File: config.mk
export PLATFORM = sky130hd
export DESIGN_NAME = sprite_ctrl
export DESIGN_NICKNAME = d
export VERILOG_FILES = /design/src/rtl/sprite_ctrl.sv
export SDC_FILE = /design/constraint.sdc
export NUM_CORES = 1
export LEC_CHECK = 0
export BUFFER_PORTS_ARGS = -buffer_cell sky130_fd_sc_hd__buf_4
export CAP_MARGIN = 30
export CORE_MARGIN = 4
export CORE_UTILIZATION = 40
export DETAILED_ROUTE_END_ITERATION = 10
export GPL_ROUTABILITY_DRIVEN = 1
export SETUP_SLACK_MARGIN = 0.1
export SYNTH_ARGS = -nofsm -noshare
export SYNTH_HDL_FRONTEND = slang
export SYNTH_SLANG_ARGS = --single-unit
File: constraint.sdc
create_clock -name clk -period 2.5 [get_ports clk]
set_input_delay 0.375 -clock clk [delete_from_list [all_inputs] [get_ports clk]]
set_output_delay 0.375 -clock clk [all_outputs]
set_load 0.05 [all_outputs]
File: src/rtl/sprite_ctrl.sv
// Per-frame motion and animation controller for the hedgehog sprite: walks left/right
// with wrap, clamps vertical moves, and selects the ROM graphic frame; all outputs registered.
module sprite_ctrl #(
  parameter int CORDW      = 16,
  parameter int ADDRW      = 12,
  parameter int SPR_PIXELS = 640,
  parameter int X_MIN      = -132,
  parameter int X_MAX      = 640,
  parameter int Y_MIN      = 0,
  parameter int Y_MAX      = 400,
  parameter int Y_INIT     = 200,
  parameter int SPEED_X    = 2,
  parameter int SPEED_Y    = 2
) (
  input  logic                    clk,
  input  logic                    rst,
  input  logic                    frame,
  input  logic                    move_up,
  input  logic                    move_dn,
  input  logic                    sig_ctrl,
  output logic signed [CORDW-1:0] sprx,
  output logic signed [CORDW-1:0] spry,
  output logic [ADDRW-1:0]        spr_base_addr,
  output logic                    flip,
  output logic                    walking
);

  typedef enum logic [1:0] {
    WALK_L = 2'd0,
    WALK_R = 2'd1,
    STOP   = 2'd2
  } state_t;

  localparam logic signed [CORDW-1:0] XMIN_C  = CORDW'(X_MIN);
  localparam logic signed [CORDW-1:0] XMAX_C  = CORDW'(X_MAX);
  localparam logic signed [CORDW-1:0] SPDX_C  = CORDW'(SPEED_X);
  localparam logic signed [CORDW-1:0] YMIN_C  = CORDW'(Y_MIN);
  localparam logic signed [CORDW-1:0] YMAX_C  = CORDW'(Y_MAX);
  localparam logic signed [CORDW-1:0] YINIT_C = CORDW'(Y_INIT);

  // One extra bit so the vertical step can overshoot a limit without wrapping.
  localparam int YW = CORDW + 1;
  localparam logic signed [YW-1:0] YMIN_W = YW'(Y_MIN);
  localparam logic signed [YW-1:0] YMAX_W = YW'(Y_MAX);
  localparam logic signed [YW-1:0] SPDY_W = YW'(SPEED_Y);

  localparam logic [ADDRW-1:0] ADDR_F1 = ADDRW'(SPR_PIXELS);
  localparam logic [ADDRW-1:0] ADDR_F2 = ADDRW'(2 * SPR_PIXELS);

  state_t                  state_q;
  logic                    dir_q;
  logic [5:0]              cnt_q, cnt_d;
  logic signed [CORDW-1:0] sprx_q, sprx_d;
  logic signed [CORDW-1:0] spry_q, spry_d;
  logic [ADDRW-1:0]        addr_q, addr_d;
  logic                    flip_q;
  logic                    walking_q;

  logic signed [YW-1:0]    y_up, y_dn;
  logic [5:0]              cnt_inc;

  always_comb begin
    sprx_d = sprx_q;
    case (state_q)
      WALK_L:  sprx_d = (sprx_q > XMIN_C) ? sprx_q - SPDX_C : XMAX_C;
      WALK_R:  sprx_d = (sprx_q < XMAX_C) ? sprx_q + SPDX_C : XMIN_C;
      default: sprx_d = sprx_q;
    endcase
  end

  always_comb begin
    y_up   = {spry_q[CORDW-1], spry_q} - SPDY_W;
    y_dn   = {spry_q[CORDW-1], spry_q} + SPDY_W;
    spry_d = spry_q;
    if (move_up && !move_dn) begin
      spry_d = (y_up < YMIN_W) ? YMIN_C : y_up[CORDW-1:0];
    end else if (move_dn && !move_up) begin
      spry_d = (y_dn > YMAX_W) ? YMAX_C : y_dn[CORDW-1:0];
    end
  end

  // Graphic sequence over 64 frames: stand, step A, stand, step B.
  always_comb begin
    cnt_inc = cnt_q + 6'd1;
    cnt_d   = 6'd0;
    addr_d  = '0;
    if (state_q != STOP) begin
      cnt_d = cnt_inc;
      case (cnt_inc[5:4])
        2'b01:   addr_d = ADDR_F1;
        2'b11:   addr_d = ADDR_F2;
        default: addr_d = '0;
      endcase
    end
  end

  always_ff @(posedge clk) begin
    if (rst) begin
      state_q   <= WALK_L;
      dir_q     <= 1'b0;
      cnt_q     <= 6'd0;
      sprx_q    <= XMAX_C;
      spry_q    <= YINIT_C;
      addr_q    <= '0;
      flip_q    <= 1'b0;
      walking_q <= 1'b1;
    end else begin
      if (frame) begin
        sprx_q <= sprx_d;
        spry_q <= spry_d;
        cnt_q  <= cnt_d;
        addr_q <= addr_d;
      end
      if (sig_ctrl) begin
        case (state_q)
          WALK_L, WALK_R: begin
            state_q   <= STOP;
            walking_q <= 1'b0;
          end
          STOP: begin
            // Resume in the opposite direction to the last walk.
            state_q   <= dir_q ? WALK_L : WALK_R;
            dir_q     <= ~dir_q;
            flip_q    <= ~dir_q;
            walking_q <= 1'b1;
          end
          default: begin
            state_q   <= STOP;
            walking_q <= 1'b0;
          end
        endcase
      end
    end
  end

  assign sprx          = sprx_q;
  assign spry          = spry_q;
  assign spr_base_addr = addr_q;
  assign flip          = flip_q;
  assign walking       = walking_q;

endmodule

==> metrics.md, run 1 <==
| Metric | Value |
|---|---|
| Largest net degree at the start of global routing | `35` |
| Tightest Pin Transition | `0.632 ns` |
| Core Box Area | `8340 µm²` |
| DRT Pass-1 Iters | `5` |
| Fmax | `0.424 GHz` |
| #FFs+latches synth | `42` |
| Share of layout cells above drive strength 1 | `0.276` |
| Final setup fails | `0` |
| Hold Fails Final Rpt | `0` |
| Sequential share of the synthesized area | `0.241` |
| Hpwl dp | `7.65 mm` |
| Antenna violations before repair | `0` |
| Worst Setup End Kind | `register` |
| Clk pin slew, worst setup/hold paths | `0.09 ns` |
| Setup TNS | `0 ns` |
| Critical path peak fanout | `8` |
| # hold bufs at CTS | `0` |
| Hold_sp | `sig_ctrl` |
| Synth unique cells | `77` |
| Finished Layout Cells | `637` |
| Post-route cell area | `4310 µm²` |
| DRT iter0 DRCs | `276` |
| Number of warnings issued by yosys | `0` |
| Max_slew headroom | `0.579` |
| Gr usage total | `0.214` |
| Critical path class | `register to register` |
| Placed cells | `616` |
| Min cycle time layout | `2.36 ns` |
| TritonCTS Buffers | `5` |
| Async SR Flop Fraction | `0` |
| Yosys top cell area share | `0.241` |
| Post-synth top flop | `dfxtp_1` |
| Number of global-route vias before repair | `3524` |
| Area leader, netlist | `dfxtp_1` |
| Area post-placement | `3980 µm²` |
| # port buffers | `41` |
| Clk_lat worst skew | `0.31 ns` |
| Synth area leaders | `dfxtp_1 (24%), a21oi_1 (6.6%), nor2_1 (4.8%)` |
| Initial Util | `0.418` |
| Post-synth EDFFs | `0` |
| Die W | `101 µm` |
| DIE AREA | `10300 µm²` |
| Hold Path Class | `input port to register` |
| Worst-case vdd ir drop | `0.304 mV` |
| Diodes inserted | `0` |
| GRT overflow | `0` |
| Multi-input logic area | `2480 µm²` |
| Final period util | `0.944` |
| Mean post-synth cell area | `7.32 µm²` |
| Vias | `3904` |
| Area growth syn-to-layout | `23.7%` |
| Most frequent cells in the layout | `buf_4 (83), a21oi_1 (46), nor2_1 (45)` |
| Clock Sinks | `42` |
| Max-slew violation count | `0` |
| Reg area | `865 µm²` |
| Final net count | `543` |
| Antenna Nets Post-Route | `0` |
| Worst r2r src | `spry[2]` |
| Status | `finished clean` |
| RSZ-0062 raised after global routing | `yes` |
| Routed wire length | `11.1 mm` |
| Launch point of the critical path | `spry[2]` |
| Die height | `101 µm` |
| DR WL/cell | `17.4 µm` |
| Num rows | `33` |
| Clock skew | `0.00925 ns` |
| Power Total | `1.90 mW` |
| Placer congestion estimate | `0.993` |
| DRC violations left | `0` |
| First-pass GRT wire length | `17.9 mm` |
| Htree depth | `2` |
| Critical Path AT | `2.59 ns` |
| Maximum Capacitance Violations | `0` |
| Via-per-instance ratio | `6.13` |
| Filler Cells Inserted | `834` |
| Critical Path Source Type | `register` |
| Mapped cell area | `3480 µm²` |
| Root Driver | `clkbuf_8` |
| Leak pwr | `1.66 nW` |
| PwrDens | `442 nW/µm²` |
| Commonest non-fill, non-tap cell in the layout | `buf_4` |
| Synth Instances | `476` |
| Required @ worst endpoint | `2.73 ns` |
| CTS tree | `done` |
| I/O pins | `52` |
| Clock Path Buffers | `2` |
==> registers in the layout, indices dropped and copies added (netlist names) <==
name	count
cnt_q	6
spr_base_addr	2
sprx	15
state_q	2
walking	1
spry	15
flip	1
==> per-stage QoR <==
step	worst slack, ns	utilization	hold WS (ns)
4_1_cts	0.110	0.496	0.322
3_5_place_dp	0.0176	0.477	0.469
3_3_place_gp	0.0964	0.477	0.463
2_1_floorplan	0.0891	-	0.454
6_report	0.140	0.517	0.333
5_1_grt	0.0578	0.517	0.361
==> synthesized netlist by cell type, types with 3 or more instances <==
library cell  count
nor4_1            5
ha_1              6
a2111oi_0         4
nor2_1           45
and3_1            6
o21a_1            4
nor3_1           24
o22ai_1           7
buf_2            15
a32oi_1           3
a21o_1            3
a41o_1            3
nand2b_1          8
clkbuf_1         18
a211o_1           3
buf_6             3
o211a_1           3
a31oi_1           5
xnor2_1          13
a221oi_1          4
nand4_1           4
o21ai_0          28
nand2_1          38
dfxtp_1          42
inv_1            16
nand3_1          21
or3_1             4
nor3b_1           3
a211oi_1         11
o31ai_1           3
buf_4            12
o21ai_1           4
and2_1            6
a22oi_1           4
a21oi_1          46
==> worst max-delay path: stages, from the launching register on <==
cell and delay (ns):
dfxtp_4 0.39, ha_4 0.17, buf_6 0.13, o21ba_4 0.21, a311oi_2 0.26, o22ai_2 0.13
a22oi_2 0.23, buf_4 0.16, a31oi_4 0.17, mux2_4 0.31, a21oi_2 0.13
==> cells by family after synthesis <==
kind of cell,synth area share
compound gates,0.318
xor+xnor,0.0377
fa+ha+maj,0.0215
buf+inv,0.0973
flops,0.241
mux,0.00718
other cells,0.00108
simple gates,0.275
==> per-layer routing <==
layer | vias up | wire (µm) | global-route usage | part of all wire
li1 | 1864 | - | - | -
met1 | 1841 | 5080 | 0.297 | 0.46
met2 | 163 | 5020 | 0.324 | 0.45
met3 | 36 | 666 | 0.0379 | 0.060
met4 | 0 | 349 | 0.0930 | 0.031
met5 | - | 0 | 0 | 0
==> what timing repair did <==
action	in CTS	in global routing
gates resized for setup	3	35
buffers inserted	6	6
endpoints found under the setup margin	6	15
cloned	1	0
pin swaps	4	12
==> where the power goes <==
group	internal [mW]	total [mW]	switching (mW)
Sequential	0.703	0.769	0.0663
Clock	0.198	0.473	0.275
Combinational	0.248	0.662	0.414
==> final timing paths <==
path         cells after the start  slack, ns        to
min                              3       0.33   walking
max                             10       0.14   spry[2]
min reg2reg                      2       0.48  cnt_q[5]
max reg2reg                     10       0.14   spry[2]
==> cell type report <==
type / count / area share
clock buffers: 6 / 0.0168
well taps: 105 / 0.0305
repair buffers: 88 / 0.158
clock inverters: 2 / 0.00319
multi-input cells: 377 / 0.575
flip-flops and latches: 42 / 0.201
inverters: 17 / 0.0160
Note: power is estimated with default switching activity, not from simulation.
==> run 2: changes to the inputs <==
--- a/config.mk
+++ b/config.mk
@@ -7,7 +7,8 @@
 export LEC_CHECK = 0
 export BUFFER_PORTS_ARGS = -buffer_cell sky130_fd_sc_hd__buf_4
 export CAP_MARGIN = 30
-export CORE_MARGIN = 4
+export CORE_ASPECT_RATIO = 1.2
+export CORE_MARGIN = 1.5
 export CORE_UTILIZATION = 40
 export DETAILED_ROUTE_END_ITERATION = 10
 export GPL_ROUTABILITY_DRIVEN = 1
==> run 2 against run 1 <==
  * Worst hold slack better by 0.018 ns
  * Sequential share of layout area increased by 0.30 points
  * Final area is 1.5% lower
  * Clock skew down 0.0018 ns
  * Wire length fell by 5.5%
  * Total power up 1.3%
  * Sequential power fell by 1%
  * Final cell count grew 1.3%
  * Critical endpoint is now spry[13]
==> metrics.md, run 2 (synthesis gave the netlist of run 1 again) <==
| Metric | Value |
|---|---|
| Power Total | `1.93 mW (+1.3%)` |
| PwrDens | `454 nW/µm² (+2.8%)` |
| WP buf/inv | `1 (-1)` |
| Via-per-instance ratio | `5.89 (-3.9%)` |
| Clock Sinks | `42 (unchanged)` |
| Multi-input logic area | `2420 µm² (-2.4%)` |
| Die height | `105 µm (+3.9%)` |
| Hpwl dp | `7.37 mm (-3.7%)` |
| Finished Layout Cells | `645 (+1.3%)` |
| Share of layout cells above drive strength 1 | `0.263 (-0.0131)` |
| Critical Path AT | `2.61 ns (+0.02 ns)` |
| Place WS | `0.105 ns (+0.0872 ns)` |
| Reg area | `865 µm² (unchanged)` |
| Die W | `88.2 µm (-13%)` |
| Largest net degree at the start of global routing | `35 (unchanged)` |
| RSZ-0062 raised after global routing | `yes` |
| Maximum Capacitance Violations | `0 (unchanged)` |
| Commonest non-fill, non-tap cell in the layout | `buf_4` |
| Clk pin slew, worst setup/hold paths | `0.09 ns (about the same)` |
| # port buffers | `41 (unchanged)` |
| Placer congestion estimate | `0.871 (-12%)` |
| DRT iter0 DRCs | `242 (-12%)` |
| Critical path cell sequence | `buf_4 -> and4_4 -> nand3_2 -> or3_4 -> a21oi_4 -> nand2_2 -> a2111oi_1 -> a41o_1` |
| Most frequent cells in the layout | `buf_4 (82), nor2_1 (45), a21oi_1 (45)` |
| Number of global-route vias before repair | `3468 (-1.6%)` |
| Clk_lat worst skew | `0.30 ns (about the same)` |
| DRC violations left | `0 (unchanged)` |
| TritonCTS Buffers | `5 (unchanged)` |
| Clock Path Buffers | `2 (unchanged)` |
| GRT overflow | `0 (unchanged)` |
| Final setup fails | `0 (unchanged)` |
| Area growth syn-to-layout | `21.8%` |
| Vias | `3799 (-2.7%)` |
| Antenna Nets Post-Route | `0 (unchanged)` |
| Min cycle time layout | `2.36 ns (+0.000989 ns)` |
| Root Driver | `clkbuf_8` |
| Hold Fails Final Rpt | `0 (unchanged)` |
| Critical path's largest stage delay | `0.39 ns (about the same)` |
| Antenna violations before repair | `0 (unchanged)` |
| Setup TNS | `0 ns (unchanged)` |
| Filler Cells Inserted | `887 (+6.4%)` |
| Status | `finished clean` |
| Crit-path slowest cell | `or3_4` |
| Final period util | `0.945 (about the same)` |
| DRT Pass-1 Iters | `5 (unchanged)` |
| Tightest Pin Transition | `0.683 ns (+0.0507 ns)` |
| Placed cells | `631 (+2.4%)` |
| CTS tree | `done` |
| Max-slew violation count | `0 (unchanged)` |
| Diodes inserted | `0 (unchanged)` |
| Leak pwr | `1.64 nW (-0.77%)` |
| Num rows | `37 (+12%)` |
| Critical Path Source Type | `register` |
| DR WL/cell | `16.3 µm (-6.7%)` |
| Gr usage total | `0.227 (+0.0124)` |
| Htree depth | `2 (unchanged)` |
| Worst setup margin | `0.139 ns (-0.000989 ns)` |
| Initial Util | `0.409 (-0.00871)` |
| Final net count | `539 (-0.74%)` |
| Worst Setup End Kind | `register` |
| Clock skew | `0.00741 ns (-0.00185 ns)` |
| I/O pins | `52 (unchanged)` |
| Max_slew headroom | `0.542 (-0.0368)` |
| Worst-case vdd ir drop | `0.237 mV (-22%)` |
| Core Box Area | `8520 µm² (+2.1%)` |
| Critical path class | `register to register` |
| Crit path max-delay family | `simple AND/OR/NAND/NOR gates` |
| DIE AREA | `9280 µm² (-9.6%)` |
| Routed wire length | `10.5 mm (-5.5%)` |
| Required @ worst endpoint | `2.75 ns (+0.02 ns)` |
| Critical path peak fanout | `15 (+7)` |
| Fmax | `0.423 GHz (about the same)` |
| First-pass GRT wire length | `16.9 mm (-5.4%)` |
| Hold Path Class | `input port to register` |
run 2: report_power, final:
group	internal, mW	switching, mW
sequential	0.702	0.0587
clock	0.258	0.259
combinational	0.240	0.410
total	1.20	0.727
run 2: repair_timing:
| action | in CTS | in global routing |
|---|---|---|
| gates resized for setup | 0 | 20 |
| buffers inserted | 0 | 5 |
| gates cloned | 0 | 1 |
| pin swaps | 1 | 6 |
| endpoints found under the setup margin | 1 | 11 |
| hold buffers | 0 | 0 |
run 2: worst paths after layout:
path                 start        to  slack, ns  cells past startpoint
setup / recovery   spry[4]  spry[13]       0.14                      8
hold / removal    sig_ctrl   walking       0.35                      3
setup reg to reg   spry[4]  spry[13]       0.14                      8
hold reg to reg   cnt_q[5]  cnt_q[5]       0.48                      2
run 2: metrics by stage:
stage | hold WS (ns) | utilization | cell area (µm²)
after global routing | 0.378 | 0.498 | 4250
after CTS | 0.344 | 0.485 | 4130
after global placement | 0.461 | 0.473 | 4030
final | 0.351 | 0.498 | 4250
after detailed placement | 0.477 | 0.473 | 4030
after floorplan | 0.454 | - | 3560
run 2: layer usage:
| metal | part of all wire | global-route usage | up-vias |
|---|---|---|---|
| li1 | - | - | 1854 |
| met1 | 0.42 | 0.285 | 1786 |
| met2 | 0.51 | 0.391 | 134 |
| met3 | 0.047 | 0.0235 | 25 |
| met4 | 0.027 | 0.0859 | 0 |
| met5 | 0 | 0 | - |
run 2: final cells by class:
type / count / share of cell area
timing repair buffer: 84 / 0.152
multi-input combinational: 377 / 0.570
clock inverter: 1 / 0.00177
tap: 117 / 0.0345
sequential: 42 / 0.204
clock buffer: 7 / 0.0230
inverter: 17 / 0.0150
run 2: worst min-delay path, stage by stage:
cell and delay (ns):
buf_4 0.10, nand2_1 0.06, nand3_1 0.08
